## src/rtl/pipe_pkg.sv

```systemverilog
// Shared pipeline-latch definitions: occupancy state encoding and helpers.
// The encoding is chosen so that the state value equals the number of held words.
package pipe_pkg;

  localparam logic [1:0] StEmpty = 2'd0;
  localparam logic [1:0] StOne   = 2'd1;
  localparam logic [1:0] StTwo   = 2'd2;

  // Occupancy is the state value itself, given the encoding above.
  function automatic logic [1:0] occ_of(input logic [1:0] st);
    return st;
  endfunction

endpackage

```

## src/rtl/sat_counter.sv

```systemverilog
// Saturating up-counter with synchronous active-high reset; holds at all-ones.
module sat_counter #(
  parameter int unsigned CNT_W = 16
) (
  input  logic             clk_i,
  input  logic             rst_i,
  input  logic             inc_i,
  output logic [CNT_W-1:0] cnt_o
);

  localparam logic [CNT_W-1:0] MaxCnt = '1;

  logic [CNT_W-1:0] cnt_q;

  always_ff @(posedge clk_i) begin
    if (rst_i) begin
      cnt_q <= '0;
    end else if (inc_i && (cnt_q != MaxCnt)) begin
      cnt_q <= cnt_q + 1'b1;
    end
  end

  assign cnt_o = cnt_q;

endmodule

```

## src/rtl/pipe_skid_latch.sv

```systemverilog
// Pipeline latch with optional 2-entry skid buffer, flush and a saturating stall counter.
// SKID_EN=1 registers up_ready_o; SKID_EN=0 is a plain stall latch with combinational ready.
module pipe_skid_latch #(
  parameter int unsigned DATA_W  = 32,
  parameter bit          SKID_EN = 1'b1,
  parameter int unsigned CNT_W   = 16
) (
  input  logic              clk_i,
  input  logic              rst_i,
  input  logic              kill_i,
  input  logic              up_valid_i,
  output logic              up_ready_o,
  input  logic [DATA_W-1:0] up_data_i,
  output logic              dn_valid_o,
  input  logic              dn_ready_i,
  output logic [DATA_W-1:0] dn_data_o,
  output logic [1:0]        occupancy_o,
  output logic [CNT_W-1:0]  stall_cnt_o
);

  import pipe_pkg::*;

  logic [1:0]        state_q, state_d;
  logic [DATA_W-1:0] main_q, main_d;
  logic [DATA_W-1:0] skid_q, skid_d;
  logic              up_ready_q;
  logic              up_fire, dn_fire;

  assign up_fire = up_valid_i & up_ready_o;
  assign dn_fire = dn_valid_o & dn_ready_i;

  always_comb begin
    state_d = state_q;
    main_d  = main_q;
    skid_d  = skid_q;
    if (kill_i) begin
      state_d = StEmpty;
      main_d  = '0;
      skid_d  = '0;
    end else begin
      case (state_q)
        StEmpty: begin
          if (up_fire) begin
            state_d = StOne;
            main_d  = up_data_i;
          end
        end
        StOne: begin
          if (up_fire && dn_fire) begin
            main_d = up_data_i;
          end else if (dn_fire) begin
            state_d = StEmpty;
          end else if (up_fire && SKID_EN) begin
            state_d = StTwo;
            skid_d  = up_data_i;
          end
        end
        StTwo: begin
          if (dn_fire) begin
            state_d = StOne;
            main_d  = skid_q;
          end
        end
        default: state_d = StEmpty;
      endcase
    end
  end

  always_ff @(posedge clk_i) begin
    if (rst_i) begin
      state_q    <= StEmpty;
      main_q     <= '0;
      skid_q     <= '0;
      up_ready_q <= 1'b1;
    end else begin
      state_q    <= state_d;
      main_q     <= main_d;
      skid_q     <= skid_d;
      // Ready for next cycle is decided from next state, keeping dn_ready_i off the path.
      up_ready_q <= (state_d != StTwo);
    end
  end

  assign up_ready_o  = SKID_EN ? up_ready_q : (dn_ready_i | (state_q == StEmpty));
  assign dn_valid_o  = (state_q != StEmpty);
  assign dn_data_o   = main_q;
  assign occupancy_o = occ_of(state_q);

  sat_counter #(
    .CNT_W(CNT_W)
  ) u_stall_cnt (
    .clk_i(clk_i),
    .rst_i(rst_i),
    .inc_i(dn_valid_o & ~dn_ready_i & ~kill_i),
    .cnt_o(stall_cnt_o)
  );

endmodule

```

## config.mk

```make
export PLATFORM = sky130hd
export DESIGN_NAME = pipe_skid_latch
export DESIGN_NICKNAME = d
export VERILOG_FILES = /design/src/rtl/pipe_pkg.sv /design/src/rtl/sat_counter.sv /design/src/rtl/pipe_skid_latch.sv
export SDC_FILE = /design/constraint.sdc
export NUM_CORES = 1
export LEC_CHECK = 0
export ABC_AREA = 0
export BUFFER_PORTS_ARGS = -buffer_cell sky130_fd_sc_hd__buf_2
export CAP_MARGIN = 10
export CORE_ASPECT_RATIO = 0.75
export CORE_MARGIN = 1.5
export CORE_UTILIZATION = 40
export DETAILED_ROUTE_END_ITERATION = 8
export PLACE_DENSITY_LB_ADDON = 0.05
export SYNTH_ARGS = -nofsm -noshare
export SYNTH_HDL_FRONTEND = slang
export SYNTH_SLANG_ARGS = --single-unit
```

## constraint.sdc

```tcl
create_clock -name clk_i -period 2.5 [get_ports clk_i]
set_clock_uncertainty 0.2 [all_clocks]
set_input_delay 0.5 -clock clk_i [delete_from_list [all_inputs] [get_ports clk_i]]
set_output_delay 0.5 -clock clk_i [all_outputs]
set_load 0.05 [all_outputs]
```

==> reports/results.ini <==
[clocking]
root_buffer = clkbuf_16
clockBufferDepth = 2
cts_sinks = 83
htree_levels = 3
cts_made_buffers = 9
cts.repair.resized = 0
cts_hold_buf = 0
cts_tree = yes
clkLatencyLatePin_ns = 0.33
post_cts_buffers = 0
clk_pin_slew_worst_paths_ns = 0.06

[logic_synthesis]
syn_area_per_cell_sq_um = 8.79
ys_types = 39
synth_seq_area_share_pct = 46.5
synth_area_sq_mm = 0.00357
yosys_register_bits = 83
syn_inst = 406
syn_nets = 444
ys_warn_count = 0

[routing]
drc_errors = 5
drtIter0Drc = 156
vias = 3105
viasPerCell = 5.18
ant_nets = 0
routedWlPerCell_um = 13.9
dr.pass1.iters = 9
wirelength_um = 8330

[sta]
period_share_pct = 87.3
final-hold-violation-count = 0
fin_tns_setup_ns = 0
timing.hold.ws_ns = 0.215
slew_viol_final = 0
finalSetupViolCount = 0
period_minus_slack_ns = 2.18
fin_ws_ns = 0.318
relSlewSlack_pct = 63.1
grt_setup_unrepaired = no
fmax_mhz = 458
worst_pin_slew_ns = 0.548

[job]
maxCapViolations = 0

[worst_setup_path]
crit_chain = or2_1 > buf_2
worstPathArrival_ns = 1.48
critPathMaxStageDelay_ns = 0.55
end_kind = output pin
worst-path-buf-inv = 1
cp_slowest_cell = dfxtp_1
worst-path-max-fanout = 11
cp_top_family = flip-flops
crit_type = reg2out
worstSetupStartpointType = register
cp.required_ns = 1.80

[pwr]
finalPower_w = 0.00297
sequentialPowerShare_pct = 46.0
combPwrFrac_pct = 10.2
p_per_area_mw_per_mm2 = 676
leakagePower_nw = 1.98
p_int_w = 0.00224
power_frac_clock_pct = 43.8
ir_worst_vdd_uv = 584
switchingPower_w = 0.000730
swShare_pct = 24.6

[global_route]
grt-ovfl-total = 0
grt_pass1_wl_um = 13600
grt_max_degree = 67
antenna_found_initial = 0
grt_pass1_vias = 2797
grt_usage_pct = 17.9

[finish]
area_growth_pct = 23.3
nFillCells = 826
drive_gt1_share_pct = 25.7
fin_util_pct = 51.4
layout.nets = 524
layout_common_cells = 88 x buf_2, 83 x dfxtp_1, 72 x nand2_1
final_common_cell = buf_2
antenna_cells = 0

[placed_design]
finalWeightedCongestion = 0.780
io_buffers = 88
dp_hpwl_um = 5350
place_ws_ns = 0.229

[die]
ioPinCount = 89
start_util_pct = 41.7
core_area_sq_mm = 0.00856
die_h_um = 84.8
dieArea_sq_mm = 0.00951
dieWidth_um = 112
rows = 29

[status]
status = finished, violations left
violations = design-rule violations

[hold_path]
hold_path_class = in2reg

[worst register-to-register path, cell delays in order, from the launching register on]
cell,delay [ns]
dfxtp_1,0.55
or2_1,0.29
nand4_2,0.25
nor4b_1,0.35
mux2_2,0.37
[final timing paths]
kind	start	end	slack, ns	depth (start not counted)
setup / recovery	occupancy_o[1]$_SDFF_PP0_	dn_valid_o	0.32	2
hold / removal	up_data_i[13]	skid_q[13]$_SDFFE_PP0P_	0.21	3
setup reg to reg	occupancy_o[1]$_SDFF_PP0_	u_stall_cnt.cnt_o[9]$_SDFFE_PP0P_	0.38	4
hold reg to reg	skid_q[10]$_SDFFE_PP0P_	skid_q[10]$_SDFFE_PP0P_	0.25	2
[power by group through the flow]
stage                     combinational (W)  clock [W]  sequential [W]
after CTS                          0.000306    0.00134         0.00137
after global routing               0.000330    0.00139         0.00137
after detailed placement           0.000305          0         0.00140
final                              0.000303    0.00130         0.00137
after floorplan                    0.000122          0         0.00149
after global placement             0.000303          0         0.00140
[layout make-up]
type / instances / area, sq um / share of cell area (%)
Multi-Input combinational cell: 292 / 1780 / 40.5
Sequential cell: 83 / 1660 / 37.8
Timing Repair Buffer: 97 / 520 / 11.8
Clock buffer: 14 / 254 / 5.77
Tap cell: 108 / 135 / 3.07
Clock inverter: 2 / 35.0 / 0.796
Inverter: 3 / 11.3 / 0.256
[per-stage QoR]
stage                     cells  instance area, sq um
after global routing        599                  4400
final                       599                  4400
after global placement      583                  4110
after floorplan             406                  3570
after CTS                   599                  4400
after detailed placement    583                  4110
[routing by layer]
layer | GRT usage, % | share of wire [%] | up-vias
li1 | - | - | 1587
met1 | 24.4 | 50 | 1432
met2 | 27.0 | 43 | 78
met3 | 5.57 | 6.2 | 8
met4 | 5.98 | 1.1 | 0
met5 | 0 | 0 | -
[cell families after synthesis]
logic type,Yosys count,share of synthesized area (%)
and+or+nand+nor,165,21.9
AOI/OAI and AO/OA,83,15.1
DFF,83,46.5
muxes,43,12.4
buffers and inverters,31,3.72
adders and majority gates,1,0.350
[sequential cells by signal (all words and copies together), names as in the netlist]
name               flops
u_stall_cnt.cnt_o     16
occupancy_o            2
up_ready_o             1
dn_data_o             32
skid_q                32
[synth_stat cells (all sizes together)]
cell type	number	share of area (%)
or4	2	0.42
nor2	45	4.7
buf	11	1.6
and3	2	0.35
o21a	1	0.21
mux2	9	2.8
o31ai	4	1.2
a31oi	1	0.18
a21oi	38	5.3
nor3	3	0.74
a211oi	36	7.6
nor2b	10	1.8
clkbuf	17	1.8
a211o	1	0.25
nand3b	1	0.21
nand4	5	1.1
dfxtp	83	47
nor4b	2	0.49
and4	2	0.49
ha	1	0.35
nand2b	4	0.70
o22a	1	0.25
or3	3	0.53
nand4b	1	0.25
inv	3	0.32
o21ai	1	0.14
nand2	72	7.6
nand3	5	1.2
nor4	6	1.1
or2	2	0.35
mux2i	34	9.5
No activity file was read; power rests on OpenSTA's default activity.
